File: config.mk
export PLATFORM = sky130hd
export DESIGN_NAME = store_cntrl_1
export DESIGN_NICKNAME = d
export VERILOG_FILES = /design/src/rtl/store_cntrl_1.sv
export SDC_FILE = /design/constraint.sdc
export NUM_CORES = 1
export LEC_CHECK = 0
export CORE_UTILIZATION = 37
export DETAILED_ROUTE_END_ITERATION = 10
export HOLD_SLACK_MARGIN = 0.12
export PLACE_DENSITY = 0.8
export SYNTH_ARGS = -nofsm -noshare
export SYNTH_HDL_FRONTEND = slang
export SYNTH_SLANG_ARGS = --single-unit
File: constraint.sdc
create_clock -name clk -period 2.6 [get_ports clk]
set_input_delay 0.39 -clock clk [delete_from_list [all_inputs] [get_ports clk]]
set_output_delay 0.39 -clock clk [all_outputs]
set_load 0.1 [all_outputs]
File: src/rtl/store_cntrl_1.sv
// Store controller: accepts masked store requests, writes them into port A of a
// simple dual-port RAM and returns one in-order response per request through a small FIFO.
// Optional macro STORE_CNTRL_PROP_RDY_EN lets a response pop free a slot for a
// request in the same cycle (combinational s1_rdy -> s0_rdy path).

module ram_block_sdp #(
    parameter int A_S = 8,
    parameter int D_S = 32,
    parameter int M_S = 4
) (
    input  logic           clk,
    input  logic [M_S-1:0] wea,
    input  logic [A_S-1:0] addra,
    input  logic [D_S-1:0] dina,
    input  logic           reb,
    input  logic [A_S-1:0] addrb,
    output logic [D_S-1:0] doutb
);
    localparam int L_S = D_S / M_S;

    logic [D_S-1:0] mem [2**A_S];

    always_ff @(posedge clk) begin
        for (int i = 0; i < M_S; i++) begin
            if (wea[i]) begin
                mem[addra][i*L_S +: L_S] <= dina[i*L_S +: L_S];
            end
        end
    end

    always_ff @(posedge clk) begin
        if (reb) begin
            doutb <= mem[addrb];
        end
    end
endmodule

module store_cntrl_1 #(
    parameter int A_S       = 8,
    parameter int D_S       = 32,
    parameter int M_S       = 4,
    parameter int RSP_DEPTH = 2
) (
    input  logic           clk,
    input  logic           rst,
    input  logic           s0_vld,
    input  logic [A_S-1:0] s0_addr,
    input  logic [D_S-1:0] s0_data,
    input  logic [M_S-1:0] s0_be,
    output logic           s0_rdy,
    output logic           s1_vld,
    output logic [A_S-1:0] s1_addr,
    output logic           s1_err,
    input  logic           s1_rdy,
    output logic [15:0]    wr_cnt
);
    localparam int PW = (RSP_DEPTH > 1) ? $clog2(RSP_DEPTH) : 1;
    localparam int CW = PW + 1;

    logic [PW-1:0]  rd_ptr_reg, wr_ptr_reg;
    logic [CW-1:0]  count_reg;
    logic [A_S-1:0] rsp_addr_reg [RSP_DEPTH];
    logic           rsp_err_reg  [RSP_DEPTH];
    logic [15:0]    wr_cnt_reg;
    logic           rsp_full, s0_trans, s1_trans, mask_zero;
    logic [M_S-1:0] wea;
    logic [D_S-1:0] ram_doutb_unused;

    assign rsp_full = (count_reg == CW'(RSP_DEPTH));

`ifdef STORE_CNTRL_PROP_RDY_EN
    // A pop in a full cycle frees the slot the incoming request lands in.
    assign s0_rdy = (~rsp_full | s1_rdy) & ~rst;
`else
    assign s0_rdy = ~rsp_full & ~rst;
`endif

    assign s0_trans  = s0_vld & s0_rdy & ~rst;
    assign mask_zero = ~|s0_be;
    assign s1_vld    = (count_reg != '0);
    assign s1_trans  = s1_vld & s1_rdy;
    assign s1_addr   = rsp_addr_reg[rd_ptr_reg];
    assign s1_err    = rsp_err_reg[rd_ptr_reg];
    assign wr_cnt    = wr_cnt_reg;
    assign wea       = s0_trans ? s0_be : '0;

    ram_block_sdp #(.A_S(A_S), .D_S(D_S), .M_S(M_S)) u_ram (
        .clk   (clk),
        .wea   (wea),
        .addra (s0_addr),
        .dina  (s0_data),
        .reb   (1'b0),
        .addrb ('0),
        .doutb (ram_doutb_unused)
    );

    // Entries are cleared on reset so s1_addr/s1_err read zero out of reset.
    for (genvar gi = 0; gi < RSP_DEPTH; gi++) begin : g_rsp
        always_ff @(posedge clk) begin
            if (rst) begin
                rsp_addr_reg[gi] <= '0;
                rsp_err_reg[gi]  <= 1'b0;
            end else if (s0_trans && wr_ptr_reg == PW'(gi)) begin
                rsp_addr_reg[gi] <= s0_addr;
                rsp_err_reg[gi]  <= mask_zero;
            end
        end
    end

    always_ff @(posedge clk) begin
        if (rst) begin
            rd_ptr_reg <= '0;
            wr_ptr_reg <= '0;
            count_reg  <= '0;
            wr_cnt_reg <= '0;
        end else begin
            if (s0_trans) begin
                wr_ptr_reg <= wr_ptr_reg + PW'(1);
            end
            if (s1_trans) begin
                rd_ptr_reg <= rd_ptr_reg + PW'(1);
            end
            case ({s0_trans, s1_trans})
                2'b10:   count_reg <= count_reg + CW'(1);
                2'b01:   count_reg <= count_reg - CW'(1);
                default: count_reg <= count_reg;
            endcase
            if (s0_trans && !mask_zero) begin
                wr_cnt_reg <= wr_cnt_reg + 16'd1;
            end
        end
    end
endmodule

==> run_results.csv, run 1 <==
group,metric,value,unit
worst_hold_path,min-delay-path-class,"flip-flop to flip-flop",
timing,fin_hold_ws,488,ps
pwr,swShare,40.0,%
worst_setup_path,critPathMaxFanout,13,
clock_tree,htreeDepth,2,
timing,hold_viol,0,
timing,skew,6.52,ps
synth,syn_avg_cell_area,10.9,um^2
synth,async_flop_share,0,%
timing,worst_slew_pin_slew,759,ps
worst_hold_path,min_to,"wr_cnt[15]",
synth,ys_types,31,
global_routing,antenna_found_initial,0,
timing,fin_setup_tns,0,ps
detailed_routing,vias,1412,
global_routing,grt_pass1_vias,1257,
cells_and_area,antenna_cells,0,
detailed_routing,first_iter_violations,55,
clock_tree,numCtsBuffers,5,
global_routing,grt_usage,14.7,%
synth,synth_area_leaders,"edfxtp_1 30%, dfxtp_1 24%, mux2_2 5.7%",
clock_tree,hold_buffers,0,
timing,max_slew_margin,49.0,%
outcome,status,"finished clean",
run,max_cap_viol_count,0,
detailed_routing,drtAntennaViolNets,0,
synth,synth.most_common_cell,"dfxtp_1",
cells_and_area,nFillCells,440,
clock_tree,cts_setup_buffers,0,
global_routing,overflow,0,
worst_setup_path,critPathMaxStageDelay,610,ps
worst_setup_path,crit_path_top_delay_cell,"or4_4",
worst_setup_path,required,2820,ps
cells_and_area,finalInstanceArea,0.00231,mm^2
synth,synth.cell_area,0.00179,mm^2
global_routing,grt_pass1_wl,5730,um
floorplanning,die_h,71.5,um
worst_setup_path,reg2reg_slack,680,ps
timing,rsz0062_at_grt,"false",
floorplanning,core,0.00450,mm^2
synth,syn-num-nets,214,
placement,place_area,0.00220,mm^2
clock_tree,clock_path_buffers,2,
worst_hold_path,whs_path_depth,2,
pwr,clkPwrFrac,25.5,%
timing,fin_ws,517,ps
detailed_routing,wire_per_inst,13.6,um
placement,place_congestion,0.720,
worst_setup_path,reg2reg_to,"wr_cnt[13]",
global_routing,grt_max_degree,26,
synth,synth_seq_cells,39,
worst_setup_path,timing.rr.start,"count_reg[1]",
cells_and_area,layout-drive-gt1-share,24.3,%
synth,synth_edf_count,18,
cells_and_area,nNetsFinal,259,
clock_tree,clk_latency,290,ps
synth,synthCells,164,
synth,synth_warnings,0,
cells_and_area,stdcell_count,262,
timing,slew_violations,0,
timing,setup_viol,0,
worst_setup_path,path_cells,"clkdlybuf4s50_1 -> nand2b_4 -> or4_4 -> or4_1 -> a21oi_1",
clock_tree,tritoncts,"done",
timing,finalCritPeriodShare,80.1,%
synth,synth.top_cell.area_share,30.3,%
pwr,ir_drop,0.647,mV
synth,synthTopCellsByCount,"21 x dfxtp_1, 18 x edfxtp_1, 12 x nor2_1",
floorplanning,die-area,0.00511,mm^2
placement,place_hpwl,2480,um
floorplanning,die_w,71.5,um
pwr,combPwrFrac,36.6,%
detailed_routing,drc,0,
floorplanning,start_util,39.6,%
worst_setup_path,reg2regPathDepth,4,
clock_tree,cts_root_buffer,"clkbuf_8",
pwr,p_int,1.19,mW
floorplanning,io-pin-count,75,
timing,min_period,2080,ps
floorplanning,row_count,24,
synth,synthFlopType,"dfxtp_1",
placement,dp.cells,254,
worst_setup_path,cp-end-kind,"flip-flop",
placement,pre_cts_ws,218,ps
worst_setup_path,worstSetupPathType,"input pin to flip-flop",
pwr,p_leak,0.926,nW
detailed_routing,routed_wl,3570,um
detailed_routing,drt-pass1-iter-count,4,
timing,fmax,0.480,GHz
clock_tree,clkTransAtPathRegs,80,ps
synth,synth_area_leader_cell,"edfxtp_1",
clock_tree,clock_sinks,39,
pwr,p_switching,0.794,mW
placement,numPortBuffers,42,
synth,seq_area_frac_synth,53.8,%
pwr,powerDensity,858,mW/mm^2
worst_setup_path,crit_path_start_kind,"input pin",
detailed_routing,vias_per_cell,5.39,
clock_tree,cts_resized,0,
pwr,p_seq_share,37.9,%
worst_hold_path,min_from,"wr_cnt[15]",
worst_setup_path,critical_path_arrival,2310,ps
cells_and_area,area_delta_synth_final,29.4,%
## critical path, delay by kind of cell
| family | cells | cell delay [ps] |
|---|---|---|
| simple gates | 3 | 1310 |
| buf+inv | 1 | 450 |
| compound gates | 1 | 150 |
## metal layers
layer	wire length, um	GRT usage, %	up-vias	share of wire [%]
met5	0	0	-	0
met4	65	7.19	0	1.8
met3	162	4.36	5	4.5
met2	1700	23.0	34	48
met1	1640	18.6	681	46
li1	-	-	692	-
## cell type report
| type | instances | area (um^2) | area share, % |
|---|---|---|---|
| Clock inverter | 3 | 43.8 | 1.90 |
| Sequential cell | 39 | 961 | 41.6 |
| Inverter | 2 | 7.51 | 0.325 |
| Multi-Input combinational cell | 116 | 776 | 33.6 |
| Timing Repair Buffer | 45 | 388 | 16.8 |
| Clock buffer | 5 | 68.8 | 2.98 |
| Tap cell | 52 | 65.1 | 2.82 |
## power by group through the flow
stage                     logic [mW]  clock network (mW)  registers [mW]
final                          0.725               0.506           0.752
after global routing           0.753               0.540           0.762
after CTS                      0.728               0.514           0.753
after detailed placement       0.726                   0           0.767
after global placement         0.721                   0           0.765
after floorplan                0.577                   0           0.759
## cell usage in the layout, fill, tap and decap left out, types with 6 or more instances in the layout
master / instances
nand3_1: 6
dfxtp_1: 21
a21oi_1: 10
mux2_2: 9
and3_1: 11
nor2_1: 12
or4_1: 6
buf_4: 29
clkdlybuf4s50_1: 15
edfxtp_1: 18
and2_1: 11
## worst max path at each step
stage / from / to / cells after the start
2_1_floorplan: wr_cnt[2] / wr_cnt[9] / 5
3_3_place_gp: rst / wr_cnt[11] / 5
3_5_place_dp: rst / wr_cnt[13] / 5
4_1_cts: rst / wr_cnt[13] / 5
5_1_grt: rst / rsp_err_reg[0] / 6
6_report: rst / wr_cnt[13] / 5
## stage by stage
step	power (mW)	util, %
5_1_grt	2.06	51.3
4_1_cts	1.99	51.3
3_5_place_dp	1.49	48.8
3_3_place_gp	1.49	48.8
6_report	1.98	51.3
2_1_floorplan	1.34	-
## cells by family after synthesis
family	synth area share, %
AND/OR/NAND/NOR	24.0
flip-flops	53.8
AO/OA/AOI/OAI	6.73
multiplexers	7.36
buffers and inverters	2.73
XOR/XNOR	3.92
adder cells (fa/ha/maj)	1.40
Note: power is estimated with default switching activity, not from simulation.
==> run 2: changes to the inputs <==
- clock period: 2.6 -> 2.1 ns (I/O delays scaled with it)
==> run_results.csv, run 2 (synthesis gave the netlist of run 1 again) <==
group,metric,value,unit
timing,fin_hold_ws,487,ps
placement,dp.cells,261,
cells_and_area,layout-drive-gt1-share,29.5,%
timing,worst_slew_pin_slew,420,ps
timing,slew_violations,0,
clock_tree,clock_sinks,39,
cells_and_area,nFillCells,398,
global_routing,grt_usage,15.8,%
cells_and_area,antenna_cells,0,
worst_setup_path,reg2regPathDepth,4,
clock_tree,cts_resized,0,
global_routing,overflow,0,
cells_and_area,finalInstanceArea,0.00245,mm^2
placement,pre_cts_ws,-180,ps
worst_setup_path,critical_path_arrival,2200,ps
pwr,ir_drop,0.717,mV
timing,setup_viol,0,
timing,hold_viol,0,
worst_setup_path,reg2reg_slack,170,ps
timing,max_slew_margin,72.0,%
placement,place_congestion,0.744,
clock_tree,clock_path_buffers,2,
cells_and_area,nNetsFinal,266,
global_routing,grt_max_degree,25,
placement,place_area,0.00237,mm^2
timing,fin_ws,116,ps
worst_hold_path,min-delay-path-class,"flip-flop to flip-flop",
detailed_routing,vias_per_cell,5.18,
worst_setup_path,required,2320,ps
worst_setup_path,reg2reg_to,"wr_cnt[13]",
outcome,status,"finished clean",
detailed_routing,drt-pass1-iter-count,4,
clock_tree,cts_setup_buffers,0,
clock_tree,cts_root_buffer,"clkbuf_8",
clock_tree,tritoncts,"done",
floorplanning,die_h,71.5,um
cells_and_area,final_common_cell,"buf_4",
cells_and_area,area_delta_synth_final,37.5,%
pwr,p_leak,0.982,nW
clock_tree,clk_latency,290,ps
detailed_routing,routed_wl,3720,um
cells_and_area,finalCoreUtilization,54.5,%
clock_tree,htreeDepth,2,
worst_hold_path,min_to,"wr_cnt[15]",
detailed_routing,first_iter_violations,58,
global_routing,grt_pass1_vias,1358,
clock_tree,numCtsBuffers,5,
timing,fmax,0.504,GHz
floorplanning,die_w,71.5,um
pwr,powerDensity,1010,mW/mm^2
cells_and_area,layout_common_cells,"27 x buf_4, 18 x edfxtp_1, 15 x clkdlybuf4s50_1",
placement,numPortBuffers,42,
run,max_cap_viol_count,0,
global_routing,grt_pass1_wl,6230,um
detailed_routing,drc,0,
worst_setup_path,cp-end-kind,"flip-flop",
detailed_routing,wire_per_inst,13.8,um
cells_and_area,stdcell_count,269,
worst_setup_path,crit_start,"s0_be[0]",
worst_hold_path,min_from,"wr_cnt[15]",
timing,skew,3.75,ps
clock_tree,hold_buffers,0,
timing,rsz0062_at_grt,"false",
floorplanning,start_util,39.6,%
worst_setup_path,critPathMaxFanout,8,
floorplanning,io-pin-count,75,
detailed_routing,vias,1393,
global_routing,antenna_found_initial,0,
floorplanning,core,0.00450,mm^2
timing,finalCritPeriodShare,94.5,%
detailed_routing,drtAntennaViolNets,0,
floorplanning,row_count,24,
clock_tree,clkTransAtPathRegs,70,ps
placement,place_hpwl,2700,um
worst_setup_path,timing.rr.start,"count_reg[0]",
worst_hold_path,whs_path_depth,2,
worst_setup_path,crit_path_start_kind,"input pin",
floorplanning,die-area,0.00511,mm^2
timing,min_period,1980,ps
worst_setup_path,worstSetupPathType,"input pin to flip-flop",
## run 2: cell types whose count changed in the layout (fill, tap and decap cells not counted), moves of 2 or more
cell,delta
buf_4,-2
clkbuf_1,+2
dfxtp_2,+7
buf_12,+9
dfxtp_1,-7
## run 2: metrics by stage
step | setup TNS (ps) | total power, mW
final | 0 | 2.47
after global routing | 0 | 2.56
after CTS | 0 | 2.50
after detailed placement | -958 | 2.02
after global placement | -701 | 2.00
after floorplan | 0 | 1.66
## run 2: worst max-delay path, stage by stage
cell,delay [ps]
clkdlybuf4s50_1,470
nor4_1,50
buf_4,130
or4_4,530
or4_1,530
a21oi_1,170
## run 2: final cells by class
cell class | count | area (um^2) | area share, %
clock buffer | 7 | 76.3 | 3.11
tap | 52 | 65.1 | 2.65
multi-input combinational | 116 | 778 | 31.7
timing repair buffer | 52 | 553 | 22.5
sequential | 39 | 970 | 39.5
inverter | 2 | 7.51 | 0.306
clock inverter | 1 | 5.00 | 0.204
## run 2: how the worst max path moves through the flow
| stage | end | slack, ps | cells past startpoint |
|---|---|---|---|
| after floorplan | wr_cnt[15] | 4 | 4 |
| after global placement | wr_cnt[5] | -120 | 7 |
| after detailed placement | wr_cnt[13] | -180 | 6 |
| after CTS | wr_cnt[13] | 120 | 6 |
| after global routing | wr_cnt[13] | 9 | 6 |
| final | wr_cnt[13] | 120 | 6 |
## run 2: power breakdown
group          internal [mW]  switching [mW]  total (mW)  leakage (nW)
logic                  0.386           0.675        1.06         0.578
clock network          0.233           0.241       0.474        0.0422
registers              0.868          0.0664       0.935         0.362
total                   1.49           0.982        2.47         0.982
## run 2: metal layers
metal	vias to the layer above	wire length, um	global-route usage, %	part of all wire, %
li1	703	-	-	-
met1	652	1630	19.4	44
met2	32	1880	27.0	50
met3	6	158	4.36	4.2
met4	0	57	5.23	1.5
met5	-	0	0	0
==> run 3: changes to the inputs <==
- CORE_MARGIN: default -> 2
==> run_results.csv, run 3 (synthesis gave the netlist of run 1 again) <==
group,metric,value,unit
timing,worst_slew_pin_slew,789,ps
pwr,p_seq_share,35.6,%
global_routing,grt_usage,15.0,%
detailed_routing,routed_wl,3820,um
clock_tree,cts_resized,0,
pwr,clkPwrFrac,23.8,%
worst_setup_path,critical_path_arrival,2190,ps
worst_setup_path,reg2reg_to,"wr_cnt[7]",
worst_setup_path,worstSetupPathType,"input pin to flip-flop",
timing,slew_violations,0,
floorplanning,die_w,73.5,um
pwr,p_switching,1.02,mW
detailed_routing,drt-pass1-iter-count,4,
run,max_cap_viol_count,0,
worst_setup_path,crit_path_start_kind,"input pin",
timing,rsz0062_at_grt,"false",
pwr,ir_drop,0.741,mV
cells_and_area,nNetsFinal,263,
worst_hold_path,min_from,"wr_cnt[10]",
detailed_routing,wire_per_inst,14.3,um
pwr,p_leak,0.983,nW
worst_setup_path,reg2reg_slack,160,ps
timing,max_slew_margin,47.0,%
global_routing,grt_max_degree,26,
floorplanning,io-pin-count,75,
clock_tree,numCtsBuffers,5,
clock_tree,clk_latency,290,ps
cells_and_area,layout_common_cells,"24 x buf_4, 18 x edfxtp_1, 15 x clkdlybuf4s50_1",
worst_setup_path,timing.rr.start,"count_reg[0]",
timing,fin_ws,132,ps
floorplanning,start_util,38.1,%
global_routing,overflow,0,
floorplanning,die-area,0.00540,mm^2
cells_and_area,final_common_cell,"buf_4",
pwr,swShare,38.8,%
cells_and_area,antenna_cells,0,
cells_and_area,area_delta_synth_final,38.1,%
global_routing,antenna_found_initial,0,
floorplanning,die_h,73.5,um
global_routing,grt_pass1_wl,6150,um
placement,numPortBuffers,42,
floorplanning,core,0.00469,mm^2
clock_tree,clkTransAtPathRegs,80,ps
worst_hold_path,min-delay-path-class,"flip-flop to flip-flop",
placement,place_hpwl,2660,um
timing,fin_setup_tns,0,ps
pwr,combPwrFrac,40.5,%
cells_and_area,finalCoreUtilization,52.6,%
detailed_routing,drtAntennaViolNets,0,
pwr,p_total,2.62,mW
detailed_routing,vias,1419,
timing,setup_viol,0,
worst_setup_path,cp-end-kind,"flip-flop",
timing,fmax,0.508,GHz
global_routing,grt_pass1_vias,1329,
timing,finalCritPeriodShare,93.7,%
cells_and_area,layout-drive-gt1-share,29.4,%
clock_tree,tritoncts,"done",
cells_and_area,stdcell_count,268,
worst_setup_path,required,2320,ps
worst_hold_path,min_to,"wr_cnt[10]",
clock_tree,clock_sinks,39,
worst_setup_path,crit_start,"s0_vld",
detailed_routing,drc,0,
detailed_routing,vias_per_cell,5.29,
clock_tree,clock_path_buffers,2,
placement,place_congestion,0.794,
outcome,status,"finished clean",
timing,skew,4.25,ps
detailed_routing,first_iter_violations,84,
clock_tree,cts_setup_buffers,0,
floorplanning,row_count,25,
worst_hold_path,whs_path_depth,1,
clock_tree,htreeDepth,2,
placement,dp.cells,260,
pwr,p_int,1.60,mW
timing,min_period,1970,ps
worst_setup_path,reg2regPathDepth,5,
pwr,powerDensity,1060,mW/mm^2
worst_setup_path,critPathMaxFanout,8,
clock_tree,cts_root_buffer,"clkbuf_8",
placement,pre_cts_ws,-159,ps
timing,hold_viol,0,
clock_tree,hold_buffers,0,
-- run 3: changes by cell type in the layout (fill, tap and decap cells not counted) --
cell       delta
buf_4         -3
bufinv_16     +1
clkbuf_1      -2
clkinv_4      +1
-- run 3: power groups by stage --
stage	clock network [mW]	registers (mW)	logic, mW
2_1_floorplan	0	0.941	0.716
3_3_place_gp	0	0.947	1.05
3_5_place_dp	0	0.954	1.06
4_1_cts	0.639	0.935	1.07
5_1_grt	0.666	0.943	1.10
6_report	0.624	0.933	1.06
-- run 3: worst max-delay path by stage --
| stage | depth (start not counted) | end |
|---|---|---|
| finish | 6 | wr_cnt[7] |
| global route | 6 | wr_cnt[5] |
| CTS | 6 | wr_cnt[7] |
| detailed placement | 6 | wr_cnt[7] |
| global placement | 6 | wr_cnt[7] |
| floorplan | 4 | wr_cnt[15] |
-- run 3: routing by layer --
layer  routed length [um]  vias up  part of all wire (%)  track usage [%]
li1                     -      696                     -                -
met1                 1690      674                    44             18.4
met2                 1880       43                    49             24.9
met3                  190        6                   5.0             4.66
met4                   59        0                   1.5             4.85
met5                    0        -                     0                0
-- run 3: cell type report --
type,count,area (um^2)
fill,426,2230
sequential,39,970
multi-input combinational,116,778
timing repair buffer,49,531
clock buffer,5,68.8
tap,54,67.6
clock inverter,3,43.8
inverter,2,7.51
-- run 3: critical path: stages --
cell and delay [ps]:
clkdlybuf4s50_1 530, nand2b_4 60, or4_4 570, buf_4 190
or3_1 350, a21oi_1 160
-- run 3: through the flow --
| stage | hold slack [ps] | instance area [um^2] |
|---|---|---|
| after floorplan | 475 | 1800 |
| after global placement | 452 | 2350 |
| after detailed placement | 465 | 2350 |
| after CTS | 474 | 2470 |
| after global routing | 488 | 2470 |
| final | 467 | 2470 |
